===== config.mk =====
export PLATFORM = sky130hd
export DESIGN_NAME = fetch_unit
export DESIGN_NICKNAME = d
export VERILOG_FILES = /design/src/rtl/fetch_pkg.sv /design/src/rtl/sync_fifo.sv /design/src/rtl/fetch_unit.sv
export SDC_FILE = /design/constraint.sdc
export NUM_CORES = 1
export LEC_CHECK = 0
export BUFFER_PORTS_ARGS = -buffer_cell sky130_fd_sc_hd__buf_2
export CORE_AREA = 2 2 172 174
export DETAILED_ROUTE_END_ITERATION = 7
export DIE_AREA = 0 0 174 176
export PLACE_DENSITY = 0.76
export SYNTH_ARGS = -nofsm -noshare
export SYNTH_HDL_FRONTEND = slang
export SYNTH_SLANG_ARGS = --single-unit

===== constraint.sdc =====
create_clock -name clk -period 12.2 [get_ports clk]
set_clock_uncertainty 0.15 [all_clocks]
set_input_delay 1.22 -clock clk [delete_from_list [all_inputs] [get_ports clk]]
set_output_delay 1.22 -clock clk [all_outputs]
set_load 0.01 [all_outputs]

===== src/rtl/fetch_pkg.sv =====
// Shared types and constants for the instruction-fetch front end.
// A prefetch entry pairs an instruction with the PC it was fetched from.
package fetch_pkg;

    localparam int XLEN_DEFAULT = 32;

    localparam logic [XLEN_DEFAULT-1:0] NOP_INSTR = 32'h0000_0013;

    typedef struct packed {
        logic [XLEN_DEFAULT-1:0] pc;
        logic [XLEN_DEFAULT-1:0] instr;
    } fetch_entry_t;

endpackage


===== src/rtl/sync_fifo.sv =====
// Registered FIFO without bypass; head data is valid the cycle after a push.
// Flush has priority over push and pop; reset also clears the storage array.
module sync_fifo
    import fetch_pkg::*;
#(
    parameter int WIDTH = 64,
    parameter int DEPTH = 4
) (
    input  logic                     clk,
    input  logic                     rst,
    input  logic                     i_flush,
    input  logic                     i_push,
    input  logic [WIDTH-1:0]         i_data,
    input  logic                     i_pop,
    output logic [WIDTH-1:0]         o_data,
    output logic                     o_full,
    output logic                     o_empty,
    output logic [$clog2(DEPTH):0]   o_count
);

    localparam int AW = $clog2(DEPTH);
    localparam logic [AW:0] FULL_CNT = (AW + 1)'(DEPTH);
    localparam logic [AW:0] CNT_ONE  = (AW + 1)'(1);

    logic [WIDTH-1:0] r_mem [DEPTH];
    logic [AW-1:0]    r_wr_ptr;
    logic [AW-1:0]    r_rd_ptr;
    logic [AW:0]      r_count;
    logic             w_do_push;
    logic             w_do_pop;

    assign o_full    = (r_count == FULL_CNT);
    assign o_empty   = (r_count == '0);
    assign o_count   = r_count;
    assign o_data    = r_mem[r_rd_ptr];
    assign w_do_pop  = i_pop && !o_empty;
    // A push into a full FIFO is accepted only when the head leaves in the same cycle.
    assign w_do_push = i_push && (!o_full || w_do_pop);

    always_ff @(posedge clk or posedge rst) begin
        if (rst) begin
            r_wr_ptr <= '0;
            r_rd_ptr <= '0;
            r_count  <= '0;
            for (int i = 0; i < DEPTH; i++) begin
                r_mem[i] <= '0;
            end
        end else if (i_flush) begin
            r_wr_ptr <= '0;
            r_rd_ptr <= '0;
            r_count  <= '0;
        end else begin
            if (w_do_push) begin
                r_mem[r_wr_ptr] <= i_data;
                r_wr_ptr        <= r_wr_ptr + AW'(1);
            end
            if (w_do_pop) begin
                r_rd_ptr <= r_rd_ptr + AW'(1);
            end
            case ({w_do_push, w_do_pop})
                2'b10:   r_count <= r_count + CNT_ONE;
                2'b01:   r_count <= r_count - CNT_ONE;
                default: r_count <= r_count;
            endcase
        end
    end

endmodule


===== src/rtl/fetch_unit.sv =====
// Clock-enabled instruction fetch engine: credit-limited request issue, in-order
// response capture into a prefetch FIFO, and redirect with stale-response dropping.
module fetch_unit
    import fetch_pkg::*;
#(
    parameter int               XLEN       = XLEN_DEFAULT,
    parameter logic [XLEN-1:0]  RESET_PC   = '0,
    parameter int               FIFO_DEPTH = 4
) (
    input  logic            clk,
    input  logic            rst,
    input  logic            run_i,
    input  logic            redirect_i,
    input  logic [XLEN-1:0] redirect_pc_i,
    output logic            imem_req_o,
    output logic [XLEN-1:0] imem_addr_o,
    input  logic            imem_gnt_i,
    input  logic            imem_rvalid_i,
    input  logic [XLEN-1:0] imem_rdata_i,
    output logic            instr_valid_o,
    input  logic            instr_ready_i,
    output logic [XLEN-1:0] instr_o,
    output logic [XLEN-1:0] pc_o,
    output logic [XLEN-1:0] pc_plus4_o,
    output logic            running_o
);

    localparam int              CW         = $clog2(FIFO_DEPTH) + 1;
    localparam int              EW         = $bits(fetch_entry_t);
    localparam logic [CW:0]     CREDIT_MAX = (CW + 1)'(FIFO_DEPTH);
    localparam logic [CW-1:0]   CNT_ONE    = CW'(1);
    localparam logic [XLEN-1:0] PC_STEP    = XLEN'(4);
    localparam logic [XLEN-1:0] ALIGN_MASK = ~XLEN'(3);

    logic            r_running;
    logic [XLEN-1:0] r_fetch_pc;
    logic [XLEN-1:0] r_resp_pc;
    logic [CW-1:0]   r_inflight;
    logic [CW-1:0]   r_drop;

    logic [XLEN-1:0] w_target;
    logic            w_req;
    logic            w_grant;
    logic            w_drop_resp;
    logic            w_push;
    logic            w_pop;
    logic            w_fifo_full;
    logic            w_fifo_empty;
    logic [CW-1:0]   w_count;
    logic [EW-1:0]   w_fifo_rdata;
    fetch_entry_t    w_push_entry;
    fetch_entry_t    w_head;

    assign w_target    = redirect_pc_i & ALIGN_MASK;
    // Outstanding requests plus buffered entries never exceed the FIFO size,
    // so every response always has a slot waiting for it.
    assign w_req       = r_running && !redirect_i
                         && (({1'b0, r_inflight} + {1'b0, w_count}) < CREDIT_MAX);
    assign w_grant     = w_req && imem_gnt_i;
    assign w_drop_resp = imem_rvalid_i && (r_drop != '0);
    assign w_push      = imem_rvalid_i && !w_drop_resp && !redirect_i;
    assign w_pop       = !w_fifo_empty && instr_ready_i;

    assign w_push_entry.pc    = r_resp_pc;
    assign w_push_entry.instr = imem_rdata_i;
    assign w_head             = fetch_entry_t'(w_fifo_rdata);

    assign imem_req_o    = w_req;
    assign imem_addr_o   = r_fetch_pc;
    assign instr_valid_o = !w_fifo_empty;
    assign instr_o       = w_head.instr;
    assign pc_o          = w_head.pc;
    assign pc_plus4_o    = w_head.pc + PC_STEP;
    assign running_o     = r_running;

    always_ff @(posedge clk or posedge rst) begin
        if (rst) begin
            r_running <= 1'b0;
        end else if (run_i) begin
            r_running <= 1'b1;
        end
    end

    always_ff @(posedge clk or posedge rst) begin
        if (rst) begin
            r_fetch_pc <= RESET_PC;
            r_resp_pc  <= RESET_PC;
        end else if (redirect_i) begin
            r_fetch_pc <= w_target;
            r_resp_pc  <= w_target;
        end else begin
            if (w_grant) begin
                r_fetch_pc <= r_fetch_pc + PC_STEP;
            end
            if (w_push) begin
                r_resp_pc <= r_resp_pc + PC_STEP;
            end
        end
    end

    always_ff @(posedge clk or posedge rst) begin
        if (rst) begin
            r_inflight <= '0;
        end else begin
            case ({w_grant, imem_rvalid_i})
                2'b10:   r_inflight <= r_inflight + CNT_ONE;
                2'b01:   r_inflight <= r_inflight - CNT_ONE;
                default: r_inflight <= r_inflight;
            endcase
        end
    end

    // A response arriving in the redirect cycle is already discarded, so it is
    // not counted among the stale responses still to come.
    always_ff @(posedge clk or posedge rst) begin
        if (rst) begin
            r_drop <= '0;
        end else if (redirect_i) begin
            r_drop <= r_inflight - (imem_rvalid_i ? CNT_ONE : '0);
        end else if (w_drop_resp) begin
            r_drop <= r_drop - CNT_ONE;
        end
    end

    sync_fifo #(
        .WIDTH (EW),
        .DEPTH (FIFO_DEPTH)
    ) u_prefetch (
        .clk     (clk),
        .rst     (rst),
        .i_flush (redirect_i),
        .i_push  (w_push),
        .i_data  (w_push_entry),
        .i_pop   (w_pop),
        .o_data  (w_fifo_rdata),
        .o_full  (w_fifo_full),
        .o_empty (w_fifo_empty),
        .o_count (w_count)
    );

    a_rvalid_has_credit: assert property (
        @(posedge clk) disable iff (rst) imem_rvalid_i |-> (r_inflight != '0));

    a_no_overflow: assert property (
        @(posedge clk) disable iff (rst) (w_push && w_fifo_full) |-> w_pop);

endmodule


== Word level (Yosys, flattened, before mapping) ==
Cells that the tools add are included.

* Bits in registers: 334
* Bits of input ports: 71
* Output and inout port bits: 131
* Logic and storage cells: 81

* Bitwise gates (word level): 3
* Equality and inequality tests: 5
* Muxes and demuxes: 20
* Reduce and logical (&&, ||, !) cells: 25
* Add/subtract/negate cells: 12
* $lt $le $gt $ge: 4

{| class="wikitable"
|+ Operators by type and width
! operator !! count
|-
| 256-bit bitwise mux || 1
|-
| 64-bit 2-to-1 mux || 3
|-
| 64-bit binary-select mux with 2-bit select || 1
|-
| 64-bit demux with 2-bit select || 1
|-
| 32-bit 2-to-1 mux || 4
|-
| 32-bit by 3-bit adder with 32-bit output, second input constant || 3
|-
| 3-bit case mux with 2 select lines || 2
|-
| 2-bit nonzero test || 6
|-
| 1-bit logical AND || 10
|-
| 3-bit 2-to-1 mux || 3
|-
| 3-bit by 1-bit subtractor with 3-bit output, second input constant || 3
|-
| 2-bit 2-to-1 mux || 4
|-
| 3-bit by 1-bit adder with 3-bit output, second input constant || 2
|-
| 3-bit greater-or-equal comparator, second input constant || 2
|-
| 2-bit NOT with 3-bit output || 2
|-
| 3-bit nonzero test || 2
|-
| 2-bit by 1-bit adder with 2-bit output, second input constant || 2
|-
| 3-bit by 3-bit adder with 4-bit output || 1
|-
| 2-bit by 1-bit == test with 1-bit output, second input constant || 2
|-
| 2-bit == test, second input constant || 2
|-
| 1-bit zero test || 4
|-
| 4-bit by 3-bit < comparator with 1-bit output, second input constant || 1
|-
| 3-bit == test, second input constant || 1
|-
| 3-bit zero test || 1
|-
| other kinds (6) || 6
|}

== Depth between registers and ports, before layout ==
* Word-level depth: 9
* Mapped depth: 12
* Gate-level depth less buffers: 10

== Modules after synthesis ==
A second synthesis with hierarchy kept.

* Cells, all modules: 1158
* Area total of the unflattened synthesis: 16198.0 µm²

{| class="wikitable"
|+ By module, submodules not included
! module !! cells an instance !! sequential area each (µm²) !! area each (µm²) !! instances
|-
| sync_fifo || 680 || 6581.3 || 11888.9 || 1
|-
| fetch_unit || 478 || 1676.6 || 4309.1 || 1
|}

== Least setup slack after synthesis ==
Ideal clock, no wire load.

* Path type: register to output
* From: register u_prefetch.r_rd_ptr[0]
* To: output port pc_plus4_o[19]
* Path buffers: 1
* Slack: 8.733 ns
* Data required time: 10.830 ns
* Cell stages (with the launch flop): 7
* Arrival: 2.097 ns
* Cells stage by stage: dfrtp_1 buf_6 mux4_1 nand3_4 or4_4 nor3_2 xor2_1

* Word-level cells in the longest chain between the ends: 5

{| class="wikitable"
|+ RTL lines
! item !! RTL line !! source
|-
| start: declaration || sync_fifo.sv:27 || <nowiki>logic [AW-1:0] r_rd_ptr;</nowiki>
|-
| start signal: assignment || sync_fifo.sv:58 || <nowiki>r_rd_ptr <= r_rd_ptr + AW'(1);</nowiki>
|-
| 2-bit NOT with 3-bit output (not written as such) || sync_fifo.sv:35 || <nowiki>assign o_data = r_mem[r_rd_ptr];</nowiki>
|-
| 64-bit binary-select mux with 2-bit select || sync_fifo.sv:35 ||
|-
| 64-bit 2-to-1 mux (not written as such) (2 in a row) || sync_fifo.sv:35 ||
|-
| net pc_o[3] || fetch_unit.sv:23 || <nowiki>output logic [XLEN-1:0] pc_o,</nowiki>
|-
| 32-bit by 3-bit adder with 32-bit output || fetch_unit.sv:73 || <nowiki>assign pc_plus4_o = w_head.pc + PC_STEP;</nowiki>
|-
| end: declaration || fetch_unit.sv:24 || <nowiki>output logic [XLEN-1:0] pc_plus4_o,</nowiki>
|}

The timed path passes the listed nets, and every way through them passes these cells. The select of a mux whose other input is x is not followed.

== Worst setup path after layout ==
* From: register u_prefetch.r_rd_ptr[0]
* To: output port pc_plus4_o[10]

* Word-level cells in the longest chain between the ends: 5

{| class="wikitable"
|+ RTL lines
! item !! RTL line
|-
| 2-bit NOT with 3-bit output (not written as such) || sync_fifo.sv:35
|-
| 64-bit binary-select mux with 2-bit select || sync_fifo.sv:35
|-
| 64-bit 2-to-1 mux (not written as such) (2 in a row) || sync_fifo.sv:35
|-
| 32-bit by 3-bit adder with 32-bit output || fetch_unit.sv:73
|}

Every way passes these cells. The select of a mux whose other input is x is not followed.

==> flow_summary.toml <==
[layout]
layout-drive-gt1-share = 0.420
final_util = 0.623
area_delta_synth_final_pct = 14.0
layout_common_cells = "dfrtp_1, mux2_2, buf_2"
layout_commonest_cell = "dfrtp_1"
diodes = 0
fin_area_um2 = 17800
fin_nets = 1425

[critical_path]
crit_chain = "buf_4, mux4_2, nand3_4, nor2_1, nand2_1, xnor2_1, buf_2"
slowest_delay_ns = 0.81
cp.arrival_ns = 4.07
crit_required_ns = 10.83
cpLargestDelayFamily = "simple AND/OR/NAND/NOR gates"
cp_max_fo = 43
crit_type = "reg2out"
critical-path-slowest-cell = "buf_4"
endpoint_kind = "primary output"
cp-start-kind = "flop"
worst-path-buf-inv = 2

[floorplan]
io-pin-count = 202
initial_core_util = 0.546
coreArea_um2 = 28500
num_rows = 62
die-area_um2 = 30600
die_w_um = 174
die_height_um = 176

[clock_network]
hold_buffers = 0
cts_tree = "yes"
path_clk_slew_ns = 0.06
clock_sinks = 322
clock-root-buffer = "clkbuf_16"
cts_resized = 0
cts.htree.levels = 2
postCtsSetupBuffers = 0
clkLatencyLatePin_ns = 0.52
numCtsBuffers = 36
cts_buffer_depth = 3

[route]
wl_per_cell_um = 19.6
drt-total-wl_um = 34100
routed_via_density = 5.82
via_count = 10200
ant_nets = 0
drt-initial-drc-count = 712
drc = 0
firstDrtPassIters = 5

[status]
outcome = "complete, no violations"

[global_route]
grt_max_degree = 194
grt_pass1_vias = 10400
overflow = 0
antenna_found_initial = 0
track_usage = 0.228
grt_pass1_wl_um = 56100

[sta]
max_freq_mhz = 184
fin_crit_ns = 5.44
max_slew_margin = 0.224
worstMarginPinSlew_ns = 1.16
fin_crit_sh = 0.446
hold_viol_final = 0
whs_ns = 0.324
grt_setup_unrepaired = "no"
maxSlewViolCount = 0
setup_viol = 0
setup_tns_ns = 0

[yosys]
synth_xor_area_frac = 0.0388
async_reset_ff_frac = 1.00
ys_types = 51
netlist_instances = 1179
synth_ff_type = "dfrtp_1"
synthSimpleGateAreaFrac = 0.0827
avgSynthCellArea_um2 = 13.2
synth_edf_count = 0
netlist_area_um2 = 15600
yosys_register_bits = 322
synth_mux_area_frac = 0.269
yosysWarningCount = 0
ys_seq_area_frac = 0.517
synth_fa_ha_area_frac = 0.0138
synth_compound_area_frac = 0.0428
synth_top_family_by_area = "multiplexers"

[power_and_ir_drop]
p_leak_nw = 8.25
power_density_nw_per_um2 = 218
ir_worst_vdd_v = 0.0000996

[place]
dpl_cell_area_um2 = 16700
dp_hpwl_um = 22000
place_congestion = 0.808
portBuffers = 193

[min_path]
hold_class = "reg2reg"

[flow_run]
maxCapViolCount = 0
## cell type report
class | instances | area (um2)
clock buffers | 54 | 1010
clock inverters | 7 | 82.6
fillers | 2259 | 10800
inverters | 23 | 93.8
multi-input cells | 753 | 7010
flip-flops and latches | 322 | 8060
well taps | 384 | 480
repair buffers | 202 | 1050
## Yosys cell counts, types with 2 or more instances
library cell,count,area share
a21o_1,3,0.0014
a21oi_1,12,0.0039
a31oi_1,11,0.0044
a41oi_1,4,0.0022
and2_1,10,0.0040
and3_1,9,0.0036
and4_1,7,0.0039
buf_1,7,0.0017
buf_2,21,0.0067
buf_4,24,0.012
buf_6,4,0.0029
clkbuf_1,30,0.0072
dfrtp_1,322,0.52
fa_1,2,0.0026
ha_1,14,0.011
inv_1,22,0.0053
mux2_2,244,0.18
mux2i_1,5,0.0032
mux4_2,61,0.088
nand2_1,76,0.018
nand3_1,36,0.012
nand3_4,2,0.0022
nand4_1,29,0.012
nor2_1,25,0.0060
nor3_1,10,0.0032
nor3_2,2,0.0013
nor4_1,16,0.0064
o211ai_1,8,0.0039
o21ai_0,55,0.018
o311ai_0,13,0.0073
o31ai_1,3,0.0014
or3_1,4,0.0016
or4_1,3,0.0014
xnor2_1,51,0.029
xor2_1,18,0.010
## stage by stage
stage | worst slack (ns) | cells | total power, mW
6_report | 6.76 | 1745 | 3.88
5_1_grt | 6.36 | 1745 | 4.10
4_1_cts | 6.69 | 1745 | 3.91
3_5_place_dp | 7.29 | 1684 | 2.89
3_3_place_gp | 7.26 | 1684 | 2.84
2_1_floorplan | 1.92 | 1184 | 2.42
## logic make-up after synthesis
group	count (synthesis)
multiplexers	311
XOR/XNOR	69
buffers and inverters	109
adder cells (fa/ha/maj)	16
AO/OA/AOI/OAI	110
flip-flops	322
AND/OR/NAND/NOR	241
other	1
## final timing paths
check	startpoint	to	slack (ns)	cells past startpoint
worst max-delay path	u_prefetch.r_rd_ptr[0]$_DFFE_PP0P_	pc_plus4_o[10]	6.76	7
worst min-delay path	u_prefetch.r_mem[174]$_DFFE_PP0P_	u_prefetch.r_mem[174]$_DFFE_PP0P_	0.32	2
worst max register to register	r_inflight[2]$_DFFE_PP0P_	r_inflight[2]$_DFFE_PP0P_	8.39	10
worst min register to register	u_prefetch.r_mem[174]$_DFFE_PP0P_	u_prefetch.r_mem[174]$_DFFE_PP0P_	0.32	2
max in group asynchronous	rst	u_prefetch.r_rd_ptr[0]$_DFFE_PP0P_	9.43	3
min in group asynchronous	rst	u_prefetch.r_mem[215]$_DFFE_PP0P_	0.73	2
## metal layers
metal  track usage  routed length [um]
met5             0                   0
met1         0.323               15300
met2         0.368               16200
met3        0.0394                1930
met4        0.0634                 674
## state kept, by name, indices dropped and copies added (netlist names)
signal / cells
imem_addr_o: 30
r_resp_pc: 30
u_prefetch.o_count: 3
u_prefetch.r_rd_ptr: 2
running_o: 1
r_inflight: 3
u_prefetch.r_wr_ptr: 2
u_prefetch.r_mem: 248
r_drop: 3
## worst min-delay path, stage by stage (launching register included)
cell and delay (ns):
dfrtp_1 0.34, nand2_1 0.04, o21ai_0 0.06
## where the power goes
group	total (mW)	internal [mW]	switching (mW)	leakage, nW
registers	1.51	1.32	0.190	4.22
logic	1.35	0.672	0.679	3.49
clock network	1.02	0.594	0.422	0.531
total	3.88	2.59	1.29	8.25
Note: power is estimated with default switching activity, not from simulation.
